`src/rtl/mem_port_arbiter.sv`:
```
// Purpose: shares one bram_sdp between instruction fetch and load/store, round-robin on contention.
// Latency: grant in request cycle N, BRAM strobe in N+1, rvalid/rdata in N+2, next grant from N+3.
// Backpressure: requesters hold req until their combinational gnt; one transaction per 3-cycle slot.
//
// Ports: clock/reset (async, active-high); fetch port if_*; data port d_*; BRAM side mem_*.
// Optional build macro ARB_LOADER_EN adds a write-only, highest-priority loader port ld_*.
module mem_port_arbiter #(
    parameter int MEM_DEPTH      = 4096,
    parameter int MEM_ADDR_WIDTH = $clog2(MEM_DEPTH)
) (
    input  logic                      clock,
    input  logic                      reset,
    input  logic                      if_req,
    input  logic [31:0]               if_addr,
    output logic                      if_gnt,
    output logic                      if_rvalid,
    output logic [31:0]               if_rdata,
    input  logic                      d_req,
    input  logic                      d_we,
    input  logic [31:0]               d_addr,
    input  logic [31:0]               d_wdata,
    input  logic [3:0]                d_wmask,
    output logic                      d_gnt,
    output logic                      d_rvalid,
    output logic [31:0]               d_rdata,
    output logic                      d_err,
`ifdef ARB_LOADER_EN
    input  logic                      ld_req,
    input  logic [31:0]               ld_addr,
    input  logic [31:0]               ld_wdata,
    output logic                      ld_gnt,
    output logic                      ld_done,
`endif
    output logic                      mem_read_enable,
    output logic                      mem_write_enable,
    output logic [MEM_ADDR_WIDTH-1:0] mem_addr_read,
    output logic [MEM_ADDR_WIDTH-1:0] mem_addr_write,
    output logic [31:0]               mem_write_data,
    output logic [3:0]                mem_mask_write,
    input  logic [31:0]               mem_data_out
);

    localparam logic [1:0] IDLE  = 2'd0;
    localparam logic [1:0] ISSUE = 2'd1;
    localparam logic [1:0] RESP  = 2'd2;

    localparam logic [1:0] SRC_IF = 2'd0;
    localparam logic [1:0] SRC_D  = 2'd1;
    localparam logic [1:0] SRC_LD = 2'd2;

    localparam logic LG_FETCH = 1'b0;
    localparam logic LG_DATA  = 1'b1;

    logic [1:0]  state;
    logic        last_grant;
    logic [1:0]  src_q;
    logic        we_q;
    logic        oor_q;
    logic        if_rd_q;
    logic        d_rd_q;

    // Loader request path; tied off when the loader is not built.
    logic        ld_win;
    logic        ld_gnt_i;
    logic [31:0] ld_addr_i;
    logic [31:0] ld_wdata_i;

`ifdef ARB_LOADER_EN
    assign ld_win     = ld_req;
    assign ld_addr_i  = ld_addr;
    assign ld_wdata_i = ld_wdata;
    assign ld_gnt     = ld_gnt_i;
`else
    assign ld_win     = 1'b0;
    assign ld_addr_i  = '0;
    assign ld_wdata_i = '0;
`endif

    logic        idle;
    logic        any_gnt;
    logic [31:0] sel_addr;
    logic        sel_we;
    logic [31:0] sel_wdata;
    logic [3:0]  sel_wmask;
    logic        sel_oor;
    logic [MEM_ADDR_WIDTH-1:0] sel_word;

    assign idle     = (state == IDLE);
    assign ld_gnt_i = idle && ld_win;

    // Round-robin: on contention the requester that did not win last time goes first.
    always_comb begin
        if_gnt = 1'b0;
        d_gnt  = 1'b0;
        if (idle && !ld_win) begin
            if (if_req && d_req) begin
                if (last_grant == LG_DATA) if_gnt = 1'b1;
                else                       d_gnt  = 1'b1;
            end else begin
                if_gnt = if_req;
                d_gnt  = d_req;
            end
        end
    end

    assign any_gnt = if_gnt | d_gnt | ld_gnt_i;

    always_comb begin
        sel_addr  = if_addr;
        sel_we    = 1'b0;
        sel_wdata = '0;
        sel_wmask = '0;
        if (ld_gnt_i) begin
            sel_addr  = ld_addr_i;
            sel_we    = 1'b1;
            sel_wdata = ld_wdata_i;
            sel_wmask = 4'b1111;
        end else if (d_gnt) begin
            sel_addr  = d_addr;
            sel_we    = d_we;
            sel_wdata = d_wdata;
            sel_wmask = d_wmask;
        end
    end

    assign sel_word = sel_addr[MEM_ADDR_WIDTH+1:2];
    assign sel_oor  = |(sel_addr >> (MEM_ADDR_WIDTH + 2));

    always_ff @(posedge clock or posedge reset) begin
        if (reset) begin
            state            <= IDLE;
            last_grant       <= LG_DATA;
            src_q            <= SRC_IF;
            we_q             <= 1'b0;
            oor_q            <= 1'b0;
            if_rd_q          <= 1'b0;
            d_rd_q           <= 1'b0;
            if_rvalid        <= 1'b0;
            d_rvalid         <= 1'b0;
            d_err            <= 1'b0;
            mem_read_enable  <= 1'b0;
            mem_write_enable <= 1'b0;
            mem_addr_read    <= '0;
            mem_addr_write   <= '0;
            mem_write_data   <= '0;
            mem_mask_write   <= '0;
`ifdef ARB_LOADER_EN
            ld_done          <= 1'b0;
`endif
        end else begin
            case (state)
                IDLE: begin
                    if (any_gnt) begin
                        state            <= ISSUE;
                        src_q            <= ld_gnt_i ? SRC_LD : (d_gnt ? SRC_D : SRC_IF);
                        we_q             <= sel_we;
                        oor_q            <= sel_oor;
                        mem_read_enable  <= !sel_we && !sel_oor;
                        mem_write_enable <= sel_we && !sel_oor;
                        mem_addr_read    <= sel_word;
                        mem_addr_write   <= sel_word;
                        mem_write_data   <= sel_wdata;
                        mem_mask_write   <= sel_wmask;
                        if (if_gnt)     last_grant <= LG_FETCH;
                        else if (d_gnt) last_grant <= LG_DATA;
                    end
                end
                ISSUE: begin
                    state            <= RESP;
                    mem_read_enable  <= 1'b0;
                    mem_write_enable <= 1'b0;
                    if_rvalid        <= (src_q == SRC_IF);
                    d_rvalid         <= (src_q == SRC_D);
                    d_err            <= (src_q == SRC_D) && oor_q;
                    if_rd_q          <= (src_q == SRC_IF) && !oor_q;
                    d_rd_q           <= (src_q == SRC_D) && !we_q && !oor_q;
`ifdef ARB_LOADER_EN
                    ld_done          <= (src_q == SRC_LD);
`endif
                end
                RESP: begin
                    state     <= IDLE;
                    if_rvalid <= 1'b0;
                    d_rvalid  <= 1'b0;
                    d_err     <= 1'b0;
                    if_rd_q   <= 1'b0;
                    d_rd_q    <= 1'b0;
`ifdef ARB_LOADER_EN
                    ld_done   <= 1'b0;
`endif
                end
                default: state <= IDLE;
            endcase
        end
    end

    // The BRAM output register already holds the word during RESP; a registered
    // qualifier selects it so read data lands in the same cycle as rvalid.
    assign if_rdata = if_rd_q ? mem_data_out : '0;
    assign d_rdata  = d_rd_q  ? mem_data_out : '0;

endmodule
```
`config.mk`:
```
export PLATFORM = sky130hd
export DESIGN_NAME = mem_port_arbiter
export DESIGN_NICKNAME = d
export VERILOG_FILES = /design/src/rtl/mem_port_arbiter.sv
export SDC_FILE = /design/constraint.sdc
export NUM_CORES = 1
export LEC_CHECK = 0
export BUFFER_PORTS_ARGS = -buffer_cell sky130_fd_sc_hd__buf_2
export CAP_MARGIN = 20
export CORE_AREA = 2 2 103 105
export CTS_BUF_LIST = sky130_fd_sc_hd__clkbuf_16
export DETAILED_ROUTE_END_ITERATION = 10
export DIE_AREA = 0 0 105 107
export PLACE_DENSITY = 0.66
export RECOVER_POWER = 50
export SYNTH_ARGS = -nofsm -noshare
export SYNTH_HDL_FRONTEND = slang
export SYNTH_SLANG_ARGS = --single-unit
```
`constraint.sdc`:
```
create_clock -name clock -period 2.9 [get_ports clock]
set_input_delay 0.29 -clock clock [delete_from_list [all_inputs] [get_ports clock]]
set_output_delay 0.29 -clock clock [all_outputs]
set_load 0.005 [all_outputs]
```
== After elaboration in Yosys (flattened, before gate mapping) ==
Index checks and enable logic that the tools add are counted.
Widths: inputs -> output; s select.

* Bits in registers: 62

* Equality and inequality tests: 4
* Muxes and demuxes: 26
* Bitwise gates (word level): 1
* Reductions and logical operators: 20

{| class="wikitable"
|+ Operators with widths
! cell !! number
|-
| $mux 32 || 4
|-
| $reduce_or 18->1 || 1
|-
| $pmux 1 s2 || 7
|-
| $mux 1 || 12
|-
| $logic_and 1x1->1 || 7
|-
| $reduce_bool 2->1 || 3
|-
| $eq 2x1->1 const B || 2
|-
| $logic_not 1->1 || 4
|-
| $logic_not 2->1 || 2
|-
| $mux 4 || 1
|-
| $pmux 2 s2 || 1
|-
| $reduce_and 2->1 || 2
|-
| $reduce_and 3->1 || 1
|-
| $eq 2x2->1 const B || 1
|-
| $mux 2 || 1
|-
| $ne 2x1->1 const B || 1
|-
| $or 1x1->1 || 1
|}

== Depth between registers and ports, before layout ==
Gate-level depths: netlist of run 1.

* Depth in word-level cells: 9
* Depth in mapped cells: 8
* Gate-level depth less buffers: 7

== Worst setup path before layout of run 1 ==
No wires, ideal clock.

* Path type: flip-flop to flip-flop
* Start: reg state[0]
* End: reg oor_q
* Setup time: 0.128 ns
* Arrival time: 1.595 ns
* Data required time: 2.772 ns
* Setup slack: 1.177 ns
* Stages on the path, launching flop included: 8
* Buffers on the path: 0
* Cell sequence: dfrtp_1 inv_1 ha_1 nand2_1 a21oi_2 and4_1 a31oi_1 mux2_1

* Longest elaborated chain between the ends: 4
* Elaborated cells on any way between the ends: 7
* Classes of those cells: mux: 3; bitwise: 1; reduce/logical: 3

{| class="wikitable"
|+ RTL lines
! element !! RTL line !! RTL
|-
| start: declaration || 54 || <nowiki>logic [1:0] state;</nowiki>
|-
| start signal: assignment || 131 || <nowiki>state <= IDLE;</nowiki>
|-
| start signal: assignment || 154 || <nowiki>state <= ISSUE;</nowiki>
|-
| start signal: assignment || 169 || <nowiki>state <= RESP;</nowiki>
|-
| $logic_not 2->1 * || 88, 151 ||
|-
| $mux 1 || 95 || <nowiki>if (idle && !ld_win) begin</nowiki>
|-
| $mux 32 / $or 1x1->1 (equally long branches) || 118, 106 ||
|-
| $reduce_or 18->1 / $reduce_and 2->1 (equally long branches) || - ||
|-
| end signal: assignment || 157 || <nowiki>oor_q <= sel_oor;</nowiki>
|-
| end: declaration || 58 || <nowiki>logic oor_q;</nowiki>
|}

Mark *: on every way between the ends. The rest lies on a longest branch, timed or not.
A chain may end at the register's enable or synchronous reset.

== Worst setup path in the final report of run 1 ==
* Start: reg state[0]
* End: out d_gnt

* Longest elaborated chain between the ends: 2

{| class="wikitable"
|+ RTL lines
! element !! RTL line !! RTL
|-
| $logic_not 2->1 || 88 || <nowiki>assign idle = (state == IDLE);</nowiki>
|-
| $mux 1 || 95 ||
|-
| end: declaration || 23 || <nowiki>output logic d_gnt,</nowiki>
|}

No other way between the ends.

==> run_results.csv, run 1 <==
group,metric,value,unit
critical_path,max_stage_delay,0.51,ns
cells_and_area,area_growth,55.0,%
die,fp.dieW,105,um
die,ioPinCount,268,
critical_path,cp_top_family,"buffers and inverters",
synth,ys_types,29,
synth,ys_top_cells_by_count,"and2_1, dfrtp_1, a22o_1",
synth,netlist_area,0.00300,mm2
global_routing,grt-busiest-layer,"met2",
synth,synth_seq_cells,61,
critical_path,worstPathArrival,2.25,ns
sta,fin_setup_tns,0,ns
sta,finalHoldViolations,0,
die,die_h,107,um
sta,drv_slew,30,
synth,syn-num-nets,430,
critical_path,crit_type,"reg2out",
clocking,cts_tree,"yes",
global_routing,track_usage,0.170,
global_routing,grt_max_degree,53,
placed_design,portBuffers,263,
detailed_routing,post_drt_wl_per_cell,14.2,um
synth,synth_ff_type,"dfrtp_1",
critical_path,start_kind,"flop",
global_routing,use_met1,0.178,
clocking,clock_path_buffers,2,
sta,setup_viol,0,
detailed_routing,dr.pass1.iters,4,
placed_design,gp_congestion,0.827,
detailed_routing,drt-initial-drc-count,87,
synth,ys_seq_area_frac,0.509,
synth,ys_warn_count,0,
die,start_util,0.298,
clocking,postCtsSetupBuffers,0,
global_routing,grt_pass1_vias,3038,
global_routing,grt_pass1_wl,15.0,mm
die,rows,37,
clocking,root_buffer,"clkbuf_16",
clocking,clk_latency,0.32,ns
clocking,clk_pin_slew_worst_paths,0.06,ns
synth,syn_inst,289,
clocking,cts-hold-fix-buffers,0,
critical_path,critPathBufInv,3,
sta,max_slew_margin,-0.112,
synth,ys_top_cells_by_area,"dfrtp_1, and2_1, a22o_1, mux2i_1, nand2_1",
sta,fmax,394,MHz
clocking,cts_buffers,9,
global_routing,grt_overflow,0,
clocking,htree_levels,3,
critical_path,path_cells,"inv_1, ha_1, nand2_1, a21oi_4, buf_4, buf_2",
power,p_int,2.64,mW
power,ir_worst_vdd,0.000393,V
power,switching_share,0.338,
sta,timing.final.crit_period,2.54,ns
flow_run,cap_violations,1,
synth,synth.most_common_cell,"and2_1",
placed_design,place_area,0.00436,mm2
detailed_routing,antenna_left,0,
critical_path,endpoint_kind,"primary output",
synth,synth_top_area_frac,0.500,
detailed_routing,viasPerCell,4.40,
placed_design,dp_hpwl,7.46,mm
die,die_area,0.0112,mm2
worst_hold_path,hold_class,"in2async",
power,clock_power_share,0.289,
sta,fin_skew,0.00480,ns
power,p_per_area,858,mW/mm2
sta,worst_pin_slew,1.67,ns
outcome,violations,"max-capacitance violations, max-slew violations",
synth,syn_area_per_cell,10.4,um2
clocking,clock_sinks,61,
power,seq_power_share,0.368,
critical_path,crit_path_top_delay_cell,"buf_4",
die,coreArea,0.0101,mm2
global_routing,grt_antenna_before_repair,3,
critical_path,crit_fanout,51,
global_routing,met3_usage,0.0650,
outcome,status,"finished with violations",
detailed_routing,routed_wl,9.67,mm
synth,synth-async-reset-ratio,1.00,
power,p_leak,2.57,nW
global_routing,met2_usage,0.303,
power,p_sw,1.35,mW
critical_path,cp.required,2.61,ns
cells_and_area,fin_area,0.00465,mm2
clocking,cts_resized,0,
synth,synth-edff-count,0,
sta,period_share,0.875,
cells_and_area,layout-drive-gt1-share,0.468,
detailed_routing,vias,2989,
sta,rsz0062_at_grt,"false",
synth,synth_top_cell_by_area,"dfrtp_1",
cells_and_area,num-nets-final,677,
cells_and_area,fillerInstances,1009,
detailed_routing,drc_errors,0,
power,p_comb_frac,0.344,
## flip-flops by register name, indices dropped and copies added (netlist names)
| register | count |
|---|---|
| mem_write_data | 32 |
| mem_addr_write | 12 |
| mem_mask_write | 4 |
| state | 2 |
| d_err | 1 |
| d_rd_q | 1 |
| d_rvalid | 1 |
| if_rd_q | 1 |
| if_rvalid | 1 |
| last_grant | 1 |
| mem_read_enable | 1 |
| mem_write_enable | 1 |
| oor_q | 1 |
| src_q | 1 |
| we_q | 1 |
## cell usage in the layout (no fill, tap or decap)
cell,instances
mux2_2,1
clkbuf_16,9
mux2_1,1
buf_4,2
and4_1,1
buf_2,229
and2_1,64
inv_1,9
diode_2,3
a31oi_1,1
a21boi_0,1
o21ai_0,16
a21oi_4,1
clkinvlp_4,3
bufinv_16,2
nand2b_1,2
o22ai_1,1
o41ai_2,1
dfstp_2,1
a21o_1,1
ha_1,4
o32ai_1,2
clkbuf_1,33
or4_1,1
dfrtp_1,60
nor4_1,8
a22o_1,36
clkbuf_2,1
clkinv_4,2
nand2_1,27
o21ai_4,1
mux2i_1,13
nor2_1,4
buf_1,2
a21oi_1,1
## layout make-up
class	instances	area [um2]	share of cell area
multi-input combinational	188	1290	0.278
tap	136	170	0.0366
antenna	3	7.51	0.00161
sequential	61	1530	0.328
inverter	9	33.8	0.00726
clock inverter	7	100	0.0215
timing repair buffer	267	1300	0.279
clock buffer	9	225	0.0484
## final timing paths
kind / slack (ns) / depth (start not counted) / endpoint / start
worst max register to register: 0.69 / 7 / mem_addr_write[5] / state[0]
max in group asynchronous: 0.67 / 4 / mem_write_data[22] / reset
worst max-delay path: 0.36 / 6 / d_gnt / state[0]
worst min-delay path: 0.13 / 2 / mem_write_data[28] / reset
worst min register to register: 0.47 / 2 / mem_write_enable / mem_write_enable
min in group clock: 0.18 / 2 / mem_write_data[2] / d_wdata[2]
## metal layers
metal  routed length, um  part of all wire  up-vias
met3                 869             0.090       10
met4                 178             0.018        0
met1                3640              0.38     1359
met2                4980              0.51      140
met5                   0                 0        -
li1                    -                 -     1480
## power by group through the flow
stage | clock network [mW] | logic [mW] | registers (mW)
floorplan | 0 | 0.848 | 1.47
CTS | 1.18 | 1.46 | 1.47
finish | 1.15 | 1.37 | 1.47
detailed placement | 0 | 1.46 | 1.47
global placement | 0 | 1.42 | 1.46
global route | 1.22 | 1.55 | 1.52
## stage by stage
step	utilization	hold WS [ns]	setup slack [ns]	std cells	total power, mW
floorplan	-	0.423	1.10	289	2.32
global placement	0.432	0.458	0.779	660	2.87
detailed placement	0.432	0.460	0.633	660	2.93
CTS	0.465	0.167	0.339	676	4.11
global route	0.461	0.165	0.159	680	4.29
finish	0.461	0.126	0.361	680	3.99
## logic make-up (layout without fill, tap and decap cells)
kind of cell / after synthesis / in the layout / share of synthesized area
mux: 15 / 15 / 0.0508
compound gates: 62 / 62 / 0.158
flops: 61 / 61 / 0.509
fa+ha+maj: 4 / 4 / 0.0167
other cells: 0 / 3 / 0
simple gates: 107 / 107 / 0.198
buf+inv: 40 / 292 / 0.0671
(Power assumes the default switching activity.)
==> run 2: changes to the inputs <==
- PLACE_DENSITY: 0.66 -> 0.76
==> run 2 against run 1 <==
  * Maximum frequency up 6.0%
  * The run now ends clean
  * Count of clock-buffer cells in the layout unchanged
  * Critical path depth is the same
  * Cell count up 0.74%
  * Non-clock buffer count up 3
  * Register-to-register slack better by 0.06 ns
  * Clock skew rose by 0.00072 ns
  * Design area is 0.46% higher
  * Sequential power about the same
  * Clock power shrank 4%
  * Via count is 3.7% higher
==> run_results.csv, run 2 (synthesized netlist as in run 1, its figures left out) <==
group,metric,value,unit
outcome,status,"finished, final reports clean",
critical_path,cp.required,2.61,ns
clocking,root_buffer,"clkbuf_16",
cells_and_area,regMostFlops,"mem_write_data",
detailed_routing,wl_met3,749,um
die,start_util,0.298,
cells_and_area,largestRegisters,"mem_write_data: 32 flops, mem_addr_write: 12 flops, mem_mask_write: 4 flops",
sta,setup_viol,0,
cells_and_area,layout-drive-gt1-share,0.463,
cells_and_area,num-nets-final,680,
global_routing,grt_max_degree,50,
global_routing,track_usage,0.179,
flow_run,cap_violations,0,
worst_hold_path,hold_depth,2,
detailed_routing,routed_wl,10.1,mm
critical_path,reg2reg_depth,7,
placed_design,dp_hpwl,8.01,mm
die,die_h,107,um
clocking,clk_latency,0.32,ns
sta,fin_setup_tns,0,ns
detailed_routing,antenna_left,0,
cells_and_area,final_common_cell,"buf_2",
cells_and_area,area_growth,55.7,%
clocking,htree_levels,3,
die,fp.dieW,105,um
power,ir_worst_vdd,0.000419,V
critical_path,crit_type,"reg2out",
detailed_routing,drt-initial-drc-count,170,
detailed_routing,m1WireLength,3.83,mm
detailed_routing,viasPerCell,4.53,
global_routing,grt_overflow,0,
sta,fmax,417,MHz
sta,period_share,0.826,
worst_hold_path,hold_end,"mem_write_data[4]",
detailed_routing,drc_errors,0,
detailed_routing,top_layer,"met4",
critical_path,crit_fanout,46,
sta,max_slew_margin,0.335,
cells_and_area,finish.utilization,0.463,
cells_and_area,largest_reg_flops,32,
sta,fin_skew,0.00553,ns
placed_design,gp_congestion,0.959,
global_routing,grt_pass1_wl,15.8,mm
detailed_routing,wl_met2,5.31,mm
critical_path,r2r_slack,0.75,ns
sta,worst_pin_slew,0.997,ns
die,ioPinCount,268,
critical_path,rr_endpoint,"oor_q",
clocking,cts_buffers,9,
power,p_leak,2.60,nW
sta,finalHoldViolations,0,
die,die_area,0.0112,mm2
clocking,cts_tree,"yes",
critical_path,endpoint_kind,"primary output",
critical_path,worstPathArrival,2.11,ns
critical_path,r2r-start,"state[1]",
clocking,clk_pin_slew_worst_paths,0.05,ns
sta,drv_slew,0,
die,coreArea,0.0101,mm2
detailed_routing,dr.pass1.iters,4,
clocking,postCtsSetupBuffers,0,
placed_design,portBuffers,263,
clocking,clock_sinks,61,
die,rows,37,
detailed_routing,vias,3101,
global_routing,grt_antenna_before_repair,5,
sta,rsz0062_at_grt,"false",
clocking,clock_path_buffers,2,
global_routing,grt_pass1_vias,3159,
power,p_per_area,855,mW/mm2
sta,timing.final.crit_period,2.40,ns
worst_hold_path,hold_class,"in2reg",
critical_path,start_kind,"flop",
worst_hold_path,min-delay-start,"d_wdata[4]",
detailed_routing,post_drt_wl_per_cell,14.8,um
cells_and_area,layout_common_cells,"buf_2, and2_1, dfrtp_1",
[run 2: critical path, cell delays in order (launching register included)]
cell and delay, ns:
dfrtp_1 0.38, inv_1 0.13, ha_1 0.31, nand2_1 0.14, a21oi_4 0.37, buf_12 0.29, buf_2 0.16
[run 2: timing repair]
item,in CTS,in global routing
hold endpoints to repair,0,8
hold buffers,0,1
gates resized for setup,0,0
[run 2: worst max-delay path by stage]
| stage | startpoint | endpoint | slack [ns] | depth (start not counted) |
|---|---|---|---|---|
| 2_1_floorplan | reset | d_err | 1.10 | 1 |
| 3_3_place_gp | state[0] | oor_q | 0.79 | 7 |
| 3_5_place_dp | state[0] | oor_q | 0.73 | 7 |
| 4_1_cts | state[1] | d_gnt | 0.43 | 6 |
| 5_1_grt | state[0] | d_gnt | 0.31 | 6 |
| 6_report | state[1] | d_gnt | 0.50 | 6 |
[run 2: area by class of cell]
class                      count  area (um2)
sequential                    61        1530
timing repair buffer         270        1330
fill                        1005        5420
antenna                        5        12.5
multi-input combinational    188        1290
tap                          136         170
clock inverter                 7        81.3
clock buffer                   9         225
inverter                       9        33.8
[run 2: report_power, final]
group	total, mW	switching, mW	leakage (nW)	internal (mW)
clock network	1.10	0.361	0.155	0.739
logic	1.43	0.749	1.66	0.681
registers	1.47	0.238	0.778	1.23
[run 2: layer usage]
metal,up-vias,global-route usage
li1,1486,-
met1,1452,0.194
met2,147,0.315
met3,16,0.0498
met4,0,0.101
met5,-,0
[run 2: metrics by stage]
step	area (um2)	hold WS, ns	setup slack [ns]	power (mW)	std cells
2_1_floorplan	3000	0.423	1.10	2.32	289
3_3_place_gp	4390	0.460	0.789	2.91	662
3_5_place_dp	4390	0.468	0.732	2.98	662
4_1_cts	4700	0.174	0.427	4.11	678
5_1_grt	4680	0.181	0.314	4.30	685
6_report	4680	0.187	0.505	4.00	685
